File: src/rtl/dvp_pattern_gen.sv
// Synthetic dual-exposure DVP source: VSYNC/HREF timing plus test patterns on D1 (long)
// and D2 = D1/4 (short), all registered and aligned one cycle after the (h_cnt, v_cnt) decode.
module dvp_pattern_gen #(
    parameter int H_ACTIVE     = 1280,
    parameter int H_BLANK      = 200,
    parameter int V_SYNC_LINES = 4,
    parameter int V_BACK       = 16,
    parameter int V_ACTIVE     = 720,
    parameter int V_FRONT      = 10
) (
    input  logic        pclk,
    input  logic        reset_n,
    input  logic        enable,
    input  logic [1:0]  mode,
    output logic        VSYNC,
    output logic        HREF,
    output logic [7:0]  D1,
    output logic [7:0]  D2,
    output logic [15:0] frame_cnt,
    output logic        busy
);

    localparam int H_TOTAL     = H_ACTIVE + H_BLANK;
    localparam int V_TOTAL     = V_SYNC_LINES + V_BACK + V_ACTIVE + V_FRONT;
    localparam int V_ACT_START = V_SYNC_LINES + V_BACK;
    localparam int V_ACT_END   = V_ACT_START + V_ACTIVE;

    localparam logic [11:0] H_LAST       = 12'(H_TOTAL - 1);
    localparam logic [11:0] H_ACT_LIM    = 12'(H_ACTIVE);
    localparam logic [10:0] V_LAST       = 11'(V_TOTAL - 1);
    localparam logic [10:0] V_SYNC_LIM   = 11'(V_SYNC_LINES);
    localparam logic [10:0] V_ACT_BEGIN  = 11'(V_ACT_START);
    localparam logic [10:0] V_ACT_LIM    = 11'(V_ACT_END);

    localparam logic [0:0] ST_IDLE = 1'b0;
    localparam logic [0:0] ST_RUN  = 1'b1;

    localparam logic [1:0] VP_SYNC   = 2'd0;
    localparam logic [1:0] VP_BACK   = 2'd1;
    localparam logic [1:0] VP_ACTIVE = 2'd2;
    localparam logic [1:0] VP_FRONT  = 2'd3;

    logic [0:0]  state_q, state_d;
    logic [11:0] h_cnt_q, h_cnt_d;
    logic [10:0] v_cnt_q, v_cnt_d;
    logic [1:0]  mode_q, mode_d;
    logic [15:0] frame_cnt_q, frame_cnt_d;
    logic        vsync_q, vsync_d;
    logic        href_q, href_d;
    logic [7:0]  d1_q, d1_d;
    logic [7:0]  d2_q, d2_d;

    logic        running;
    logic        frame_start;
    logic        end_of_line;
    logic        end_of_frame;
    logic [1:0]  v_phase;
    logic [7:0]  x_pix;
    logic [7:0]  y_pix;
    logic [7:0]  pattern;

    // Run control and the raster counters.
    always_comb begin
        state_d      = state_q;
        h_cnt_d      = h_cnt_q;
        v_cnt_d      = v_cnt_q;
        mode_d       = mode_q;
        frame_cnt_d  = frame_cnt_q;
        running      = (state_q == ST_RUN);
        end_of_line  = (h_cnt_q == H_LAST);
        end_of_frame = end_of_line && (v_cnt_q == V_LAST);
        frame_start  = running && (h_cnt_q == 12'd0) && (v_cnt_q == 11'd0);

        case (state_q)
            ST_IDLE: begin
                h_cnt_d = 12'd0;
                v_cnt_d = 11'd0;
                if (enable) begin
                    state_d = ST_RUN;
                end
            end
            default: begin
                if (end_of_line) begin
                    h_cnt_d = 12'd0;
                    v_cnt_d = end_of_frame ? 11'd0 : v_cnt_q + 11'd1;
                end else begin
                    h_cnt_d = h_cnt_q + 12'd1;
                end
                // Only leave RUN on a frame boundary so no line or frame is cut short.
                if (end_of_frame && !enable) begin
                    state_d = ST_IDLE;
                end
            end
        endcase

        if (frame_start) begin
            mode_d      = mode;
            frame_cnt_d = frame_cnt_q + 16'd1;
        end
    end

    // Vertical phase decode and pattern generation for the current counter position.
    always_comb begin
        v_phase = VP_FRONT;
        if (v_cnt_q < V_SYNC_LIM) begin
            v_phase = VP_SYNC;
        end else if (v_cnt_q < V_ACT_BEGIN) begin
            v_phase = VP_BACK;
        end else if (v_cnt_q < V_ACT_LIM) begin
            v_phase = VP_ACTIVE;
        end

        x_pix = h_cnt_q[7:0];
        y_pix = 8'(v_cnt_q - V_ACT_BEGIN);

        case (mode_q)
            2'd0:    pattern = x_pix;
            2'd1:    pattern = y_pix;
            2'd2:    pattern = (x_pix[5] ^ y_pix[5]) ? 8'hFF : 8'h00;
            default: pattern = x_pix + frame_cnt_q[7:0];
        endcase

        vsync_d = running && (v_phase == VP_SYNC);
        href_d  = running && (v_phase == VP_ACTIVE) && (h_cnt_q < H_ACT_LIM);
        d1_d    = href_d ? pattern : 8'h00;
    end

    // Short exposure is the long exposure divided by four.
    genvar gi;
    generate
        for (gi = 0; gi < 8; gi++) begin : g_d2
            if (gi < 6) begin : g_shift
                assign d2_d[gi] = d1_d[gi + 2];
            end else begin : g_zero
                assign d2_d[gi] = 1'b0;
            end
        end
    endgenerate

    always_ff @(posedge pclk or negedge reset_n) begin
        if (!reset_n) begin
            state_q     <= ST_IDLE;
            h_cnt_q     <= 12'd0;
            v_cnt_q     <= 11'd0;
            mode_q      <= 2'd0;
            frame_cnt_q <= 16'd0;
            vsync_q     <= 1'b0;
            href_q      <= 1'b0;
            d1_q        <= 8'h00;
            d2_q        <= 8'h00;
        end else begin
            state_q     <= state_d;
            h_cnt_q     <= h_cnt_d;
            v_cnt_q     <= v_cnt_d;
            mode_q      <= mode_d;
            frame_cnt_q <= frame_cnt_d;
            vsync_q     <= vsync_d;
            href_q      <= href_d;
            d1_q        <= d1_d;
            d2_q        <= d2_d;
        end
    end

    assign VSYNC     = vsync_q;
    assign HREF      = href_q;
    assign D1        = d1_q;
    assign D2        = d2_q;
    assign frame_cnt = frame_cnt_q;
    assign busy      = (state_q == ST_RUN);

endmodule

File: config.mk
export PLATFORM = sky130hd
export DESIGN_NAME = dvp_pattern_gen
export DESIGN_NICKNAME = d
export VERILOG_FILES = /design/src/rtl/dvp_pattern_gen.sv
export SDC_FILE = /design/constraint.sdc
export NUM_CORES = 1
export LEC_CHECK = 0
export BUFFER_PORTS_ARGS = -buffer_cell sky130_fd_sc_hd__buf_4
export CAP_MARGIN = 20
export CORE_ASPECT_RATIO = 1.5
export CORE_MARGIN = 2
export CORE_UTILIZATION = 63
export CTS_BUF_LIST = sky130_fd_sc_hd__clkbuf_4 sky130_fd_sc_hd__clkbuf_8
export CTS_CLUSTER_DIAMETER = 40
export DETAILED_ROUTE_END_ITERATION = 12
export PLACE_DENSITY = 0.86
export SYNTH_ARGS = -nofsm -noshare
export SYNTH_HDL_FRONTEND = slang
export SYNTH_SLANG_ARGS = --single-unit
File: constraint.sdc
create_clock -name pclk -period 3.7 [get_ports pclk]
set_input_delay 0.185 -clock pclk [delete_from_list [all_inputs] [get_ports pclk]]
set_output_delay 0.185 -clock pclk [all_outputs]
set_load 0.01 [all_outputs]
==> flow_results.org, run 1 <==
** Floorplanning
- Pin placement for this block handled 40 I/O pins.
- Chip height :: 91.0 um
- X dimension of the die :: 62.0 um
- The floorplan step defined a die boundary enclosing 0.00564 mm2.
- The initial utilization of the core area, before any placement, comes to between 60% and 70%.
- The floorplan has 31 rows.
- Core footprint :: 0.00485 mm2

** Clock network
- Clock-pin transition on the worst setup and hold timing paths :: roughly 0.09 ns
- CTS Buf Count :: 5
- Clock Tree Root :: sky130_fd_sc_hd__clkbuf_8
- The clock tree synthesis step divided the H-tree into 2 levels.
- Post-CTS repair changed the size of 0 cells.
- Clock latency on the worst-skew pair, taken at its later pin, is approximately 0.31 ns.
- Buffer count from post-CTS setup fixing :: 0
- TritonCTS built the clock tree.
- Longest Clk Path Bufs :: 2
- The clock drives 52 sinks.

** Placement
- In this run the tool buffered the top-level ports with 37 buffer cells.
- Routability-driven placement finished with a final weighted congestion of 0.837.
- HPWL after detailed placement :: 5.26 mm

** Synth
- Synth area leader :: sky130_fd_sc_hd__dfrtp_1
- The top cell type by area accounts for between 40 and 50% of the synthesized area.
- Most frequent cell after synthesis :: sky130_fd_sc_hd__dfrtp_1
- After synthesis, the most frequently instantiated cells are 52 x sky130_fd_sc_hd__dfrtp_1, 31 x sky130_fd_sc_hd__nand2_1, 24 x sky130_fd_sc_hd__nor2_1.
- Share of the yosys chip area belonging to registers :: between 40% and 50%
- The netlist uses 58 different library cells.
- Average footprint of a synthesized cell :: slightly below 10 um2
- Cell count after synthesis :: 330
- Warnings from Yosys :: 0
- The cell area that synthesis handed to floorplanning was 0.00318 mm2.
- Yosys reg bits :: 52
- Yosys attributes the largest share of cell area to sky130_fd_sc_hd__dfrtp_1 41%, sky130_fd_sc_hd__ha_1 6.3%, sky130_fd_sc_hd__xnor2_1 5.8%.
- Counting flops with a built-in enable in the synthesized netlist gives 0.
- For this run, asynchronously set or reset flops after synthesis account for 100%.
- Top_reg_cell synth :: sky130_fd_sc_hd__dfrtp_1

** Global routing
- Maximum number of pins on one net before global-route repair :: 53
- The number of antenna violations at the first check in global routing was 0.
- The first global-routing pass estimated 11.3 mm of wire.
- The total overflow left after global routing is 0.
- Global routing usage summed across all routing layers :: between 20% and 30%
- Vias in the first global route :: 2549

** Routing
- In the routed design, unresolved DRC markers number 0.
- Via density per instance :: 5.99
- Detailed Route Iter0 Violations :: roughly 110
- Count of nets left with antenna violations after detail routing :: 0
- For this run, the detailed router's first-pass iteration total came to 5.
- After detailed routing, the average wire length per cell comes to 16.3 um.
- Vias post-DR :: roughly 2.5k
- After detailed routing, the total wire length is 6.91 mm.

** Worst setup path
- Endpoint of the lowest-slack register-to-register path :: frame_cnt[15]$_DFFE_PN0P_
- In this run the critical register-to-register path is launched from v_cnt_q[0]$_DFFE_PN0P_.
- STA classifies the critical path startpoint as a flip-flop.
- Critical path data required time :: 3.90 ns
- Arrival @ worst endpoint :: 2.49 ns
- Across all register-to-register paths, the minimum setup slack is approximately 1.4 ns.
- Of all nets on the critical path, the largest fanout is 7.
- STA classifies the critical path endpoint as a flip-flop.
- By startpoint and endpoint, the worst setup path is classified as reg -> reg.
- R2R cell count :: 7

** Hold path
- Min-Delay Startpoint :: enable
- Min-Delay Path Class :: in -> reg
- The worst hold path terminates at busy$_DFF_PN0_.
- Worst Hold Path Cells :: 2

** Timing
- In the finished design, the share of the clock period the worst path needs comes to 61.8%.
- Across the routed clock network, the largest skew measured is 0.00693 ns.
- Setup repair after global routing missed its margin :: false
- Worst-Margin Slew :: 0.722 ns
- Total count of max-transition violations in the final report :: 0
- Summed over all failing endpoints, the final setup total negative slack is 0 ns.
- Final hold analysis gives a worst-case slack of 0.0591 ns.
- The routed design could run at a clock period as short as approximately 2.3 ns.
- The worst pin sits at a relative slew slack of 51.6%.
- Setup violations remaining at the end of the flow were counted as 0.
- The number of hold-slack violations in the final timing report is 0.
- Static timing analysis puts the maximum clock frequency at 0.437 GHz.

** Finish
- Fill count :: 372
- Fraction of final layout cells sized beyond drive strength 1 :: 16.4%
- Number of nets in the layout :: between 300 and 400
- Compared with the post-synthesis result, the final layout area differs by 12.5%.
- The number of antenna diodes in the final layout is 0.

** Run status
- The run finished with clean final reports.

** Flow run
- Across the run, the number of max-cap violations was 0.

** Pwr
- In this run the power density over the cells is 515 mW/mm2.
- Leakage power of the design :: between 1.5 and 2 nW
- The worst-case IR drop observed on VDD is 293 uV.
==> worst max-delay path: stages, from the launching register on <==
cell and delay (ns):
sky130_fd_sc_hd__dfrtp_1 0.44, sky130_fd_sc_hd__inv_1 0.14, sky130_fd_sc_hd__ha_1 0.15, sky130_fd_sc_hd__nor4b_1 0.28, sky130_fd_sc_hd__nand2_1 0.27, sky130_fd_sc_hd__nor4_4 0.54
sky130_fd_sc_hd__nand4_1 0.19, sky130_fd_sc_hd__xnor2_1 0.15
==> metrics by stage <==
stage               total power, W  cells  instance area (um2)  utilization [%]  setup WS [ns]
finish                     0.00184    425                 3570             73.7           1.41
CTS                        0.00184    425                 3570             73.7           1.43
detailed placement         0.00141    416                 3440             70.9           1.47
floorplan                  0.00125    331                 3180                -           1.80
global route               0.00194    425                 3570             73.7           1.16
global placement           0.00139    416                 3440             70.9           1.48
==> registers in the layout (all words and copies together), names as in the netlist <==
name / count
HREF: 1
h_cnt_q: 12
VSYNC: 1
v_cnt_q: 11
D2: 1
D1: 7
frame_cnt: 16
mode_q: 2
busy: 1
==> cell families (layout without fill, tap and decap cells) <==
logic type,count (synthesis),after routing,share of synthesized area [%]
adders and majority gates,17,17,6.93
and+or+nand+nor,128,128,22.9
buffers and inverters,33,61,5.04
DFF,52,52,41.0
other,1,2,0.118
xor gates and xnor gates,33,33,9.54
muxes,6,6,1.93
AOI/OAI and AO/OA,60,60,12.5
==> worst max-delay path by stage <==
| stage | start | end | slack (ns) | cells after the start |
|---|---|---|---|---|
| after global placement | v_cnt_q[0]$_DFFE_PN0P_ | frame_cnt[15]$_DFFE_PN0P_ | 1.48 | 7 |
| after detailed placement | h_cnt_q[4]$_DFF_PN0_ | v_cnt_q[4]$_DFFE_PN0P_ | 1.47 | 4 |
| after global routing | v_cnt_q[0]$_DFFE_PN0P_ | frame_cnt[15]$_DFFE_PN0P_ | 1.16 | 7 |
| after CTS | h_cnt_q[4]$_DFF_PN0_ | v_cnt_q[4]$_DFFE_PN0P_ | 1.43 | 4 |
| final | v_cnt_q[0]$_DFFE_PN0P_ | frame_cnt[15]$_DFFE_PN0P_ | 1.41 | 7 |
| after floorplan | v_cnt_q[2]$_DFFE_PN0P_ | frame_cnt[15]$_DFFE_PN0P_ | 1.80 | 7 |
==> cell type report <==
| cell class | instances | area, um2 | area share, % |
|---|---|---|---|
| tap | 66 | 82.6 | 2.31 |
| timing repair buffer | 38 | 288 | 8.06 |
| sequential | 52 | 1300 | 36.4 |
| multi-input combinational | 246 | 1720 | 48.1 |
| inverter | 15 | 56.3 | 1.58 |
| clock inverter | 1 | 30.0 | 0.841 |
| clock buffer | 7 | 96.3 | 2.70 |
==> timing repair <==
| item | 4_1_cts | 5_1_grt |
|---|---|---|
| endpoints found under the hold margin | 52 | 0 |
| hold buffers | 1 | 0 |
| endpoints found under the setup margin | 0 | 0 |
==> cell usage in the layout, fill, tap and decap left out, types with 10 or more instances in the layout <==
cell,netlist,final
sky130_fd_sc_hd__o21ai_0,16,16
sky130_fd_sc_hd__dfrtp_1,52,52
sky130_fd_sc_hd__buf_4,8,37
sky130_fd_sc_hd__nand3_1,18,18
sky130_fd_sc_hd__inv_1,14,14
sky130_fd_sc_hd__ha_1,16,16
sky130_fd_sc_hd__xor2_1,11,11
sky130_fd_sc_hd__nand2_1,31,31
sky130_fd_sc_hd__xnor2_1,21,21
sky130_fd_sc_hd__nor2_1,24,24
sky130_fd_sc_hd__a21oi_1,10,10
sky130_fd_sc_hd__nor3_1,10,10
==> layer usage <==
metal	vias up	wire, um	global-route usage (%)
met5	-	0	0
met4	0	338	14.7
met3	27	231	4.70
met2	76	3590	45.5
met1	1233	2750	28.3
li1	1211	-	-
==> power by group <==
group | total [W] | internal (W) | switching [W] | leakage, nW
clock | 0.000423 | 0.000239 | 0.000184 | 0.0645
sequential | 0.000803 | 0.000632 | 0.000171 | 0.693
combinational | 0.000613 | 0.000286 | 0.000327 | 0.884
total | 0.00184 | 0.00116 | 0.000682 | 1.64
(Power assumes the default switching activity.)
==> inputs of run 2 (changes only) <==
--- a/config.mk
+++ b/config.mk
@@ -5,15 +5,16 @@
 export SDC_FILE = /design/constraint.sdc
 export NUM_CORES = 1
 export LEC_CHECK = 0
+export ABC_AREA = 1
 export BUFFER_PORTS_ARGS = -buffer_cell sky130_fd_sc_hd__buf_4
 export CAP_MARGIN = 20
 export CORE_ASPECT_RATIO = 1.5
 export CORE_MARGIN = 2
-export CORE_UTILIZATION = 63
+export CORE_UTILIZATION = 61
 export CTS_BUF_LIST = sky130_fd_sc_hd__clkbuf_4 sky130_fd_sc_hd__clkbuf_8
 export CTS_CLUSTER_DIAMETER = 40
 export DETAILED_ROUTE_END_ITERATION = 12
-export PLACE_DENSITY = 0.86
+export PLACE_DENSITY = 0.82
 export SYNTH_ARGS = -nofsm -noshare
 export SYNTH_HDL_FRONTEND = slang
 export SYNTH_SLANG_ARGS = --single-unit
==> constraint.sdc (replaced) <==
create_clock -name pclk -period 2.4 [get_ports pclk]
set_input_delay 0.12 -clock pclk [delete_from_list [all_inputs] [get_ports pclk]]
set_output_delay 0.12 -clock pclk [all_outputs]
set_load 0.01 [all_outputs]
==> run 2 against run 1 <==
Critical path depth up 2. Combinational power decreased by 91%. Wire length is 35% higher. Utilization fell by 4.2 points. Hold slack lost 0.036 ns. Die area increased by 18%. Cell count grew 46%. Critical endpoint is now v_cnt_q[8]$_DFFE_PN0P_. Largest power group unchanged.
==> flow_results.org, run 2 <==
** Routing
- Detailed Route Iter0 Violations :: 353 (+230%)
- Via density per instance :: 5.76 (-3.9%)
- The number of remaining DRC errors is 0 (unchanged).
- The iteration count of the initial detailed-routing pass was 5 (unchanged).
- Count of nets left with antenna violations after detail routing :: 0 (unchanged)
- Vias post-DR :: 3583 (+41%)
- Detailed-route wire length per cell :: 15.0 um (-7.9%)
- The overall routed net length is 9.32 mm (+35%).

** Worst setup path
- Peak fanout along the critical path :: 15 (+8)
- Critical setup path kind :: reg -> reg
- Arrival @ worst endpoint :: 2.03 ns (-0.46 ns)
- Kind of start point of the critical path :: flip-flop
- The worst setup path is captured at a flip-flop.
- Critical path data required time :: 2.60 ns (-1.30 ns)
- Largest incremental delay on the critical path :: 0.52 ns (-0.02 ns)
- Walking the worst path, the cells encountered are inv_2, nand2_2, nor2_1, nand3_2, nand2_1, buf_4, nand3_1, o21ai_0, nor2_1.
- The cell that appears most often on the critical path is sky130_fd_sc_hd__nor2_1.
- Cell type of the slowest stage on the worst timing path :: sky130_fd_sc_hd__dfrtp_1

** Timing
- The final setup TNS came to 0 ns (unchanged).
- The setup violation total in the final timing report was 0 (unchanged).
- Fin. Hold Viols :: 0 (unchanged)
- Post-layout min period :: 1.83 ns (-0.458 ns)
- The part of the cycle the worst path needs was 76.2% (+14 points).
- Worst-Margin Slew :: 0.681 ns (-0.0402 ns)
- Setup repair after global routing missed its margin :: false
- Final setup margin :: 0.571 ns (-0.842 ns)
- Peak clock frequency supported by timing :: 0.547 GHz (+25%)
- Clock Skew :: 0.0113 ns (+0.00441 ns)
- Total count of max-transition violations in the final report :: 0 (unchanged)
- Relative slew margins :: 54.6% (+3.0 points)

** Synth
- Yosys attributes the largest share of cell area to sky130_fd_sc_hd__dfrtp_1 35%, sky130_fd_sc_hd__nand2_1 14%, sky130_fd_sc_hd__nand3_1 6.7%.
- Synth top area share :: 35.5% (-5.5 points)
- The synthesized design spends more area on one cell type than any other, namely sky130_fd_sc_hd__dfrtp_1.
- The share of the synthesized area in compound gates (AO/OA/AOI/OAI) was 9.17% (-3.4 points).
- Share of flip-flops with an asynchronous set or reset :: 100% (unchanged)
- The count of state elements after synthesis is 52 (unchanged).
- The share of the yosys chip area belonging to registers came to 35.5% (-5.5 points).
- By count the netlist is led by 136 x sky130_fd_sc_hd__nand2_1, 64 x sky130_fd_sc_hd__inv_1, 61 x sky130_fd_sc_hd__nor2_1.
- Cell count after synthesis :: 517 (+57%)
- Multiplexer share of the synthesized area :: 0% (-1.9 points)
- The per-instance average area after synthesis came to 7.10 um2 (-26%).
- Netlist area before placement :: 0.00367 mm2 (+16%)
- The parity-gate share of the synthesized area counting xor and xnor cells came to 3.82% (-5.7 points).
- The number of synthesized flops with an enable pin came to 0 (unchanged).
- The simple logic cell fraction of the synthesized area came to 35.0% (+12 points).
- Top_reg_cell synth :: sky130_fd_sc_hd__dfrtp_1
- Post-synth cell types :: 34 (-41%)
- The adder and majority cell fraction of the synthesized area is 6.00% (-0.93 points).
- The number of warnings issued by yosys was 0 (unchanged).
- Main combinational cell family by area after synthesis :: simple AND/OR/NAND/NOR gates
- Among all cell types in the netlist, the one instantiated most often is sky130_fd_sc_hd__nand2_1.

** Floorplanning
- The count of boundary I/O pins is 40 (unchanged).
- The core box area came to 0.00583 mm2 (+20%).
- The width of the die is 67.3 um (+8.6%).
- The height of the die was 99.0 um (+8.8%).
- The row count came to 34 (+9.7%).
- Effective utilization at floorplan :: 62.9% (-2.6 points)
- The die outline area was 0.00666 mm2 (+18%).

** Clock network
- Clock Tree Root :: sky130_fd_sc_hd__clkbuf_8
- Number of clock sinks :: 52 (unchanged)
- The register clock-pin slew on the reported worst setup and hold paths is 0.11 ns (+0.02 ns).
- The quantity of gates resized following cts was 0 (unchanged).
- The maximum number of buffers from clock root to sink came to 2 (unchanged).
- The H-tree level count was 2 (unchanged).
- Source-to-sink clock delay at the later pin of the worst-skew pair :: 0.32 ns (about the same)
- Hold-fix buffer count after cts :: 2 (+1)
- TritonCTS clock tree :: done
- The post-CTS repair timing setup buffer count came to 0 (unchanged).
- CTS Buf Count :: 5 (unchanged)

** Global routing
- Antenna violations before repair :: 0 (unchanged)
- The largest net degree at the start of global routing is 53 (unchanged).
- Global routing usage summed across all routing layers :: 31.0% (+4.7 points)
- Residual overflow from global routing :: 0 (unchanged)
- Vias in the first global route :: 3472 (+36%)
- The wire length of the first global-routing pass was 15.9 mm (+40%).

** Pwr
- Power density over the cells :: 389 mW/mm2 (-24%)
- The peak supply drop came to 243 uV (-17%).
- Total Power :: 0.00158 W (-14%)
- Leakage power of the design :: 2.08 nW (+27%)

** Placement
- Weighted congestion reported at the end of routability-driven placement :: 1.05 (+26%)
- The minimum setup slack after placement was 0.606 ns (-0.859 ns).
- HPWL after detailed placement :: 7.00 mm (+33%)
- Count of buffers from port buffering :: 37 (unchanged)

** Finish
- The fraction of layout instances using a drive strength above 1 is 11.8% (-4.6 points).
- Synthesis-to-finish area growth :: 10.4%
- Number of nets in the layout :: 571 (+50%)
- Number of flip-flops under the largest register name :: 16 (unchanged)
- Most common cell after layout, fill and taps aside :: sky130_fd_sc_hd__nand2_1
- The final antenna diode count came to 0 (unchanged).
- Most frequent cells in the layout :: 136 x sky130_fd_sc_hd__nand2_1, 64 x sky130_fd_sc_hd__inv_1, 61 x sky130_fd_sc_hd__nor2_1

** Run status
- Outcome :: finished, final reports clean

** Flow run
- Maximum capacitance violations :: 0 (unchanged)

** Hold path
- In this run the worst hold path is classified as in -> reg.
run 2: cell types whose count changed after synthesis, moves of 12 or more:
| cell | delta |
|---|---|
| sky130_fd_sc_hd__nor2_1 | +37 |
| sky130_fd_sc_hd__nand3_1 | +31 |
| sky130_fd_sc_hd__a21oi_1 | +12 |
| sky130_fd_sc_hd__nand2_1 | +105 |
| sky130_fd_sc_hd__o21ai_0 | +17 |
| sky130_fd_sc_hd__inv_1 | +50 |
| sky130_fd_sc_hd__xnor2_1 | -20 |
run 2: final timing paths:
check	startpoint	endpoint	slack, ns	cells after the start
max in group asynchronous	reset_n	v_cnt_q[7]$_DFFE_PN0P_	1.57	2
min reg2reg	h_cnt_q[0]$_DFF_PN0_	h_cnt_q[0]$_DFF_PN0_	0.58	1
max reg2reg	h_cnt_q[5]$_DFF_PN0_	v_cnt_q[8]$_DFFE_PN0P_	0.57	9
min	mode[1]	mode_q[1]$_DFFE_PN0P_	0.02	3
max	h_cnt_q[5]$_DFF_PN0_	v_cnt_q[8]$_DFFE_PN0P_	0.57	9
min in group asynchronous	reset_n	frame_cnt[8]$_DFFE_PN0P_	0.36	2
run 2: per-stage QoR:
step / util (%) / hold slack [ns] / cells / instance area (um2)
final: 69.5 / 0.0234 / 622 / 4050
after floorplan: - / -0.176 / 518 / 3670
after global placement: 67.2 / 0.196 / 612 / 3910
after CTS: 69.5 / 0.0270 / 622 / 4050
after global routing: 69.5 / 0.0274 / 622 / 4050
after detailed placement: 67.2 / 0.206 / 612 / 3910
run 2: layout make-up:
| type | count | area [um2] |
|---|---|---|
| Multi-Input combinational cell | 384 | 1990 |
| Fill cell | 475 | 1780 |
| Sequential cell | 52 | 1300 |
| Timing Repair Buffer | 40 | 305 |
| Inverter | 66 | 248 |
| Tap cell | 72 | 90.1 |
| Clock buffer | 5 | 68.8 |
| Clock inverter | 3 | 46.3 |
run 2: worst max-delay path, delay by kind of cell (launching register included):
family	cells	cell delay [ns]
compound gates	1	0.09
flops	1	0.52
simple gates	6	0.68
buf+inv	2	0.41
run 2: logic make-up (layout without fill, tap and decap cells):
group | count (synthesis) | in the layout
AO/OA/AOI/OAI | 63 | 63
XOR/XNOR | 16 | 16
adder cells (fa/ha/maj) | 17 | 17
buffers and inverters | 82 | 114
flip-flops | 52 | 52
other | 1 | 2
AND/OR/NAND/NOR | 286 | 286
run 2: routing by layer:
layer	share of wire (%)	GRT usage [%]	routed length, um	up-vias
met1	38	35.9	3540	1679
met2	53	54.0	4950	144
li1	-	-	-	1721
met3	4.9	3.65	456	39
met4	4.0	16.6	374	0
met5	0	0	0	-
run 2: report_power, final:
| group | total, W | switching [W] | internal (W) |
|---|---|---|---|
| clock network | 0.000639 | 0.000324 | 0.000315 |
| logic | 0.0000574 | 0.0000404 | 0.0000170 |
| registers | 0.000879 | 0.00000224 | 0.000877 |
